File: src/rtl/uart_pkg.sv
// Shared types, defaults and width helpers for the buffered UART transmitter.
package uart_pkg;

  localparam int DATA_BITS_DEF  = 8;
  localparam int OVERSAMPLE_DEF = 16;
  localparam int SB_TICK_DEF    = 16;
  localparam int FIFO_DEPTH_DEF = 4;

  typedef enum logic [1:0] {
    IDLE  = 2'd0,
    START = 2'd1,
    DATA  = 2'd2,
    STOP  = 2'd3
  } state_t;

  // Bits needed to hold 0..n-1 (at least one bit).
  function automatic int cnt_w(input int n);
    return (n <= 1) ? 1 : $clog2(n);
  endfunction

endpackage

File: src/rtl/sync_fifo.sv
// Small synchronous FIFO, read-first: the head is visible combinationally and
// a same-cycle push+pop is accepted even when full.
module sync_fifo
  import uart_pkg::*;
#(
  parameter int WIDTH = 8,
  parameter int DEPTH = 4
) (
  input  logic             clk,
  input  logic             rst,
  input  logic             push,
  input  logic             pop,
  input  logic [WIDTH-1:0] wdata,
  output logic [WIDTH-1:0] rdata,
  output logic             full,
  output logic             empty
);

  localparam int AW = cnt_w(DEPTH);
  localparam logic [AW:0] FULL_CNT = DEPTH[AW:0];

  logic [WIDTH-1:0] mem [DEPTH];
  logic [AW-1:0]    wptr, rptr;
  logic [AW:0]      count, count_n;
  logic             do_push, do_pop;

  assign do_pop  = pop && !empty;
  assign do_push = push && (!full || do_pop);
  assign rdata   = mem[rptr];

  // Occupancy after this cycle's push/pop.
  always_comb begin
    count_n = count;
    case ({do_push, do_pop})
      2'b10:   count_n = count + 1'b1;
      2'b01:   count_n = count - 1'b1;
      default: count_n = count;
    endcase
  end

  // Storage array; no reset needed, contents are qualified by the pointers.
  always_ff @(posedge clk) begin
    if (do_push) mem[wptr] <= wdata;
  end

  // Pointers and registered full/empty flags.
  always_ff @(posedge clk) begin
    if (rst) begin
      wptr  <= '0;
      rptr  <= '0;
      count <= '0;
      full  <= 1'b0;
      empty <= 1'b1;
    end else begin
      if (do_push) wptr <= wptr + 1'b1;
      if (do_pop)  rptr <= rptr + 1'b1;
      count <= count_n;
      full  <= (count_n == FULL_CNT);
      empty <= (count_n == '0);
    end
  end

endmodule

File: src/rtl/uart_tx_buffered.sv
// 8N1 UART transmitter with a small input FIFO, paced by a 16x baud tick.
module uart_tx_buffered
  import uart_pkg::*;
#(
  parameter int DATA_BITS  = DATA_BITS_DEF,
  parameter int SB_TICK    = SB_TICK_DEF,
  parameter int OVERSAMPLE = OVERSAMPLE_DEF,
  parameter int FIFO_DEPTH = FIFO_DEPTH_DEF
) (
  input  logic                 clk,
  input  logic                 rst,
  input  logic                 i_baud_rate,
  input  logic                 i_tx_start,
  input  logic [DATA_BITS-1:0] i_data,
  output logic                 o_tx,
  output logic                 o_tx_done,
  output logic                 o_busy,
  output logic                 o_full,
  output logic                 o_overflow
);

  localparam int SW = cnt_w((OVERSAMPLE > SB_TICK) ? OVERSAMPLE : SB_TICK);
  localparam int NW = cnt_w(DATA_BITS);
  localparam logic [SW-1:0] OS_LAST = SW'(OVERSAMPLE - 1);
  localparam logic [SW-1:0] SB_LAST = SW'(SB_TICK - 1);
  localparam logic [NW-1:0] N_LAST  = NW'(DATA_BITS - 1);

  state_t               state, state_n;
  logic [SW-1:0]        s_cnt, s_cnt_n;
  logic [NW-1:0]        n_cnt, n_cnt_n;
  logic [DATA_BITS-1:0] shreg, shreg_n;
  logic [DATA_BITS-1:0] head;
  logic                 pop, done_n, tx_n;
  logic                 fifo_full, fifo_empty;

  sync_fifo #(.WIDTH(DATA_BITS), .DEPTH(FIFO_DEPTH)) u_fifo (
    .clk   (clk),
    .rst   (rst),
    .push  (i_tx_start),
    .pop   (pop),
    .wdata (i_data),
    .rdata (head),
    .full  (fifo_full),
    .empty (fifo_empty)
  );

  // Serialiser next-state: each bit is timed by counting ticks from state entry.
  always_comb begin
    state_n = state;
    s_cnt_n = s_cnt;
    n_cnt_n = n_cnt;
    shreg_n = shreg;
    pop     = 1'b0;
    done_n  = 1'b0;
    tx_n    = 1'b1;
    case (state)
      IDLE: begin
        tx_n = 1'b1;
        if (!fifo_empty) begin
          pop     = 1'b1;
          shreg_n = head;
          s_cnt_n = '0;
          state_n = START;
        end
      end
      START: begin
        tx_n = 1'b0;
        if (i_baud_rate) begin
          if (s_cnt == OS_LAST) begin
            s_cnt_n = '0;
            n_cnt_n = '0;
            state_n = DATA;
          end else begin
            s_cnt_n = s_cnt + 1'b1;
          end
        end
      end
      DATA: begin
        tx_n = shreg[0];
        if (i_baud_rate) begin
          if (s_cnt == OS_LAST) begin
            s_cnt_n = '0;
            shreg_n = shreg >> 1;
            if (n_cnt == N_LAST) state_n = STOP;
            else                 n_cnt_n = n_cnt + 1'b1;
          end else begin
            s_cnt_n = s_cnt + 1'b1;
          end
        end
      end
      STOP: begin
        tx_n = 1'b1;
        if (i_baud_rate) begin
          if (s_cnt == SB_LAST) begin
            s_cnt_n = '0;
            done_n  = 1'b1;
            state_n = IDLE;
          end else begin
            s_cnt_n = s_cnt + 1'b1;
          end
        end
      end
      default: state_n = IDLE;
    endcase
  end

  // State, datapath and registered outputs; o_tx trails the state by one clock.
  always_ff @(posedge clk) begin
    if (rst) begin
      state      <= IDLE;
      s_cnt      <= '0;
      n_cnt      <= '0;
      shreg      <= '0;
      o_tx       <= 1'b1;
      o_tx_done  <= 1'b0;
      o_busy     <= 1'b0;
      o_overflow <= 1'b0;
    end else begin
      state     <= state_n;
      s_cnt     <= s_cnt_n;
      n_cnt     <= n_cnt_n;
      shreg     <= shreg_n;
      o_tx      <= tx_n;
      o_tx_done <= done_n;
      o_busy    <= (state != IDLE) || !fifo_empty;
      if (i_tx_start && fifo_full && !pop) o_overflow <= 1'b1;
    end
  end

  assign o_full = fifo_full;

endmodule
File: config.mk
export PLATFORM = sky130hd
export DESIGN_NAME = uart_tx_buffered
export DESIGN_NICKNAME = d
export VERILOG_FILES = /design/src/rtl/uart_pkg.sv /design/src/rtl/sync_fifo.sv /design/src/rtl/uart_tx_buffered.sv
export SDC_FILE = /design/constraint.sdc
export NUM_CORES = 1
export LEC_CHECK = 0
export BUFFER_PORTS_ARGS = -buffer_cell sky130_fd_sc_hd__clkbuf_2
export CAP_MARGIN = 10
export CORE_MARGIN = 1.5
export CORE_UTILIZATION = 42
export DETAILED_ROUTE_END_ITERATION = 16
export GPL_TIMING_DRIVEN = 1
export SKIP_LAST_GASP = 1
export SLEW_MARGIN = 25
export SYNTH_ARGS = -nofsm -noshare
export SYNTH_HDL_FRONTEND = slang
export SYNTH_SLANG_ARGS = --single-unit
File: constraint.sdc
create_clock -name clk -period 3.2 [get_ports clk]
set_clock_uncertainty 0.15 [all_clocks]
set_input_delay 0.64 -clock clk [delete_from_list [all_inputs] [get_ports clk]]
set_output_delay 0.64 -clock clk [all_outputs]
set_load 0.005 [all_outputs]
## Word level (Yosys, flattened, before mapping)

Memories as Yosys holds them, arrays and structs flattened. A register that Yosys moved wholly into a read port is not among the register bits.
Cells that the tools add are included.

- Bitwise operators: 2
- Reductions and logical operators: 21
- Equal/unequal tests: 18
- Add/subtract/negate cells: 6
- Multiplexer cells: 32

Operators by type and width:

| operator | count |
|---|---|
| $mux 8 | 3 |
| $mux 2 | 10 |
| $ne 2x2->1 const B | 9 |
| $pmux 8 s2 | 1 |
| $mux 3 | 5 |
| $mux 4 | 3 |
| $pmux 3 s2 | 2 |
| $pmux 2 s4 | 1 |
| $pmux 4 s2 | 1 |
| $reduce_and 8->1 | 1 |
| $add 3x1->3 const B | 2 |
| $eq 2x2->1 const B | 3 |
| $eq 3x3->1 const B | 2 |
| $reduce_and 6->1 | 1 |
| $reduce_bool 2->1 | 3 |
| $reduce_or 3->1 | 2 |
| $mux 1 | 5 |
| $add 2x1->2 const B | 2 |
| $add 4x1->4 const B | 1 |
| $eq 2x1->1 const B | 2 |
| $eq 4x4->1 const B | 1 |
| $logic_and 1x1->1 | 4 |
| $reduce_and 4->1 | 1 |
| $logic_not 1->1 | 3 |
| other kinds (9) | 11 |

- Output and inout port bits: 5
- Word-level logic and storage cells: 93
- Register bits after elaboration: 30
- Input port bits: 12
- Memories: 1
- Bits in writable memories: 32

Memories:

| memory | depth | width | rd ports | clocked after Yosys merged registers in | wr ports | line | RTL |
|---|---|---|---|---|---|---|---|
| u_fifo.mem | 4 | 8 | 1 | 1 | 1 | sync_fifo.sv:22 | `logic [WIDTH-1:0] mem [DEPTH];` |

## Longest topological paths before layout

- Word-level depth: 8
- Gate-level depth with buffers: 11
- Depth with buffers taken out: 11

## Hierarchy

A second synthesis with hierarchy kept.

- Cell total of the unflattened synthesis: 218
- Area total of the unflattened synthesis: 2795.2 sq um

Modules (own cells, without submodules):

| module | area an instance (sq um) | cells an instance | instances | sequential area each (sq um) |
|---|---|---|---|---|
| sync_fifo | 1709.1 | 101 | 1 | 1181.1 |
| uart_tx_buffered | 1086.0 | 117 | 1 | 420.4 |

## Worst setup path before layout

OpenSTA, ideal clock, no wires.

- Path kind: register to register
- Start: reg state[0]
- End: reg u_fifo.empty
- Data required time: 2.936 ns
- Arrival time: 2.179 ns
- Clock period less this slack: 2.443 ns
- Setup time: 0.114 ns
- Path buffers: 0
- Cell stages (with the launch flop): 12
- Slack: 0.757 ns
- Path through: dfxtp_1 inv_1 ha_1 nand2b_1 a21boi_2 inv_1 ha_1 fa_1 xnor2_1 nor2_1 xnor2_1 a21o_1

- Word-level cells in the longest chain between the ends: 8
- Elaborated cells between the ends (all ways): 9
- Those cells by class: 2 x eq/ne; 2 x mux; 5 x reduce/logical

Ends and longest elaborated chain:

| element | line | RTL |
|---|---|---|
| from (decl) | uart_tx_buffered.sv:28 | `state_t state, state_n;` |
| from (signal assigned) | uart_tx_buffered.sv:119 | `state <= state_n;` |
| $logic_not 2->1 * | uart_tx_buffered.sv:56 | `case (state)` |
| $mux 1 * | uart_tx_buffered.sv:56 |  |
| $logic_and 1x1->1 * | sync_fifo.sv:27 | `assign do_pop = pop && !empty;` |
| $logic_or 1x1->1 | sync_fifo.sv:28 | `assign do_push = push && (!full \|\| do_pop);` |
| $logic_and 1x1->1 | sync_fifo.sv:28 |  |
| $eq 2x1->1 / $eq 2x2->1 (equally long branches) | sync_fifo.sv:34 | `case ({do_push, do_pop})` |
| $pmux 3 s2 * | sync_fifo.sv:34 |  |
| $logic_not 3->1 * | sync_fifo.sv:59 | `empty <= (count_n == '0);` |
| to (signal assigned) | sync_fifo.sv:59 |  |
| to (decl) | sync_fifo.sv:16 | `output logic empty` |

Mark *: on every way between the ends. The rest lies on a longest branch, timed or not.
A chain may end at the register's enable or synchronous reset.

## Worst setup path in the final report

- Start: reg state[0]
- End: reg u_fifo.full

- Word-level cells in the longest chain between the ends: 8
- Elaborated cells between the ends (all ways): 9
- Those cells by class: 3 x eq/ne; 2 x mux; 4 x reduce/logical

Ends and longest elaborated chain:

| element | line | RTL |
|---|---|---|
| $logic_not 2->1 * | uart_tx_buffered.sv:56 |  |
| $mux 1 * | uart_tx_buffered.sv:56 |  |
| $logic_and 1x1->1 * | sync_fifo.sv:27 |  |
| $logic_or 1x1->1 | sync_fifo.sv:28 |  |
| $logic_and 1x1->1 | sync_fifo.sv:28 |  |
| $eq 2x1->1 / $eq 2x2->1 (equally long branches) | sync_fifo.sv:34 |  |
| $pmux 3 s2 * | sync_fifo.sv:34 |  |
| $eq 3x3->1 * | sync_fifo.sv:58 | `full <= (count_n == FULL_CNT);` |
| to (signal assigned) | sync_fifo.sv:58 |  |
| to (decl) | sync_fifo.sv:15 | `output logic full,` |

Marks and branches as above.

==> out/qor.yml <==
floorplanning:
  coreArea_um2: 6280
  ios: 17
  die_width_um: 83.3
  start_util: 0.431
  dieHeight_um: 83.3
  dieArea_um2: 6930
  num_rows: 29
timing:
  relSlewSlack: 0.575
  finalSetupViolCount: 0
  worst_slew_pin_slew_ns: 0.637
  holdWs_ns: 0.311
  min_period_ns: 2.69
  rsz0062_at_grt: "false"
  drv_slew: 0
  max_freq_ghz: 0.371
  hold_viol_final: 0
  tns_ns: 0
  timing.final.crit_share: 0.842
route:
  wire_per_inst_um: 13.9
  top_layer: "met4"
  met1Wirelength_mm: 2.21
  drtAntennaViolNets: 0
  wl_met2_mm: 2.05
  wl_mm: 4.45
  dr.first_iter.drc_count: 84
  dr.pass1.iters: 4
  wl_met3_um: 116
  via_count: 1601
  drcViolationCount: 0
  avgViaCountPerCell: 5.02
logic_synthesis:
  synth-async-reset-ratio: 0
  synth_edf_count: 32
  synthCells: 218
  synthFlopType: "edfxtp_1"
  synth_area_um2: 2710
  synth_cell_types: 40
  yosys_register_bits: 64
  syn_avg_cell_area_um2: 12.4
  ys_seq_area_frac: 0.592
  synthesis.nets: 244
  ys_warn_count: 0
placed_design:
  hpwl_mm: 2.99
  numPortBuffers: 16
  dp_cells: 303
  gp_congestion: 0.744
setup_path:
  start_kind: "flip-flop"
  worstPathMaxFanout: 7
  setup.worst_path.class: "flip-flop to flip-flop"
  critical_path_required_ns: 3.24
  worstPathArrival_ns: 2.74
  end_kind: "flip-flop"
cells_and_area:
  fin_util: 0.492
  fillerInstances: 562
  syn_to_final_growth_pct: 14.2
  nNetsFinal: 263
  antennaDiodeCount: 0
  drive_above_1_share: 0.161
  final_cells: 319
power_and_ir_drop:
  leakagePower_nw: 1.20
  ir_drop_mv: 0.394
  p_per_area_nw_per_um2: 936
  finalPower_w: 0.00289
clock_tree:
  ctsHoldBuffers: 0
  cts_tree: "built"
  clk_path_buf_depth: 2
  clkLatencyLatePin_ns: 0.33
  numCtsBuffers: 9
  htree_levels: 3
  cts_num_sinks: 64
  cts_root_buf: "clkbuf_8"
  clkTransAtPathRegs_ns: 0.07
  post_cts_buffers: 0
  cts_resized: 0
flow_run:
  maxCapViolCount: 0
global_route:
  grt_antenna_before_repair: 0
  track_usage: 0.139
  grt_pass1_vias: 1514
  grt_pass1_wl_mm: 7.48
  grt_overflow: 0
  grt_max_degree: 31
status:
  status: "finished clean"
hold_path:
  min_path_type: "flip-flop to flip-flop"
-- through the flow --
stage,instance area [um2],worst slack [ns]
detailed placement,2850,0.510
global placement,2850,0.624
global route,3090,0.244
floorplan,2710,0.757
CTS,3090,0.486
finish,3090,0.506
-- final cells by class --
class / instances / area [um2] / share of cell area
tap: 77 / 96.3 / 0.0312
inverter: 6 / 22.5 / 0.00729
multi-input combinational: 139 / 1040 / 0.336
timing repair buffer: 17 / 87.6 / 0.0284
sequential: 64 / 1600 / 0.518
clock buffer: 9 / 124 / 0.0401
clock inverter: 7 / 120 / 0.0389
-- registers in the layout (all words and copies together), names as in the netlist, named ones only --
register and cells:
shreg 8, o_overflow 1, n_cnt 3, u_fifo.wptr 2, s_cnt 4, state 2, u_fifo.full 1, o_tx_done 1
u_fifo.rptr 2, o_tx 1, o_busy 1, u_fifo.mem 32, u_fifo.empty 1, u_fifo.count 3
-- power breakdown --
group / total (W) / internal, W / switching, W / leakage, nW
combinational: 0.000931 / 0.000430 / 0.000502 / 0.522
sequential: 0.00113 / 0.00103 / 0.0000992 / 0.556
clock: 0.000835 / 0.000518 / 0.000317 / 0.119
total: 0.00289 / 0.00198 / 0.000918 / 1.20
-- per-layer routing --
layer  GRT usage  up-vias
li1            -      817
met1       0.188      759
met2       0.209       18
met3      0.0358        7
met4      0.0682        0
met5           0        -
-- final timing paths --
kind / slack, ns / end / start / cells after the start
hold reg to reg: 0.31 / n_cnt[2] / n_cnt[2] / 2
setup reg to reg: 0.51 / u_fifo.full / state[0] / 11
setup / recovery: 0.51 / u_fifo.full / state[0] / 11
hold / removal: 0.31 / n_cnt[2] / n_cnt[2] / 2
-- critical path, stage by stage (launching register included) --
cell and delay, ns:
dfxtp_1 0.34, inv_1 0.11, ha_1 0.29, nand2b_1 0.15, a21boi_2 0.29, inv_1 0.07
ha_1 0.22, fa_1 0.38, xnor2_1 0.17, nor2_1 0.07, xnor2_1 0.23, nor3b_1 0.08
-- layout by cell type, fill, tap and decap left out, types with 2 or more instances in the layout --
cell type	n
nor3b_1	2
nand2_1	14
ha_1	13
clkbuf_8	9
clkinv_4	2
clkbuf_2	16
nor2_1	29
nand4_1	3
inv_1	6
nand2b_1	4
bufinv_16	3
xnor2_1	5
and2_1	5
a21oi_1	5
o221ai_1	7
o21ai_0	3
edfxtp_1	32
dfxtp_1	32
mux2i_1	25
nor2b_1	3
xor2_1	3
-- logic make-up after synthesis --
kind of cell             share of synthesized area
AO/OA/AOI/OAI                               0.0680
adder cells (fa/ha/maj)                     0.0675
AND/OR/NAND/NOR                              0.121
flip-flops                                   0.592
buffers and inverters                       0.0245
multiplexers                                 0.101
XOR/XNOR                                    0.0259
-- Yosys cell counts (3+ instances only) --
master | number | area, um2
xor2_1 | 3 | 26.3
nor2b_1 | 3 | 18.8
clkbuf_1 | 4 | 15.0
xnor2_1 | 5 | 43.8
ha_1 | 13 | 163
nand2_1 | 14 | 52.6
nand2b_1 | 4 | 25.0
o21ai_0 | 3 | 15.0
nor2_1 | 29 | 109
dfxtp_1 | 32 | 641
nand4_1 | 3 | 18.8
inv_1 | 6 | 22.5
o221ai_1 | 7 | 61.3
and2_1 | 5 | 31.3
edfxtp_1 | 32 | 961
a21oi_1 | 5 | 25.0
mux2i_1 | 25 | 250
Note: power is estimated with default switching activity, not from simulation.
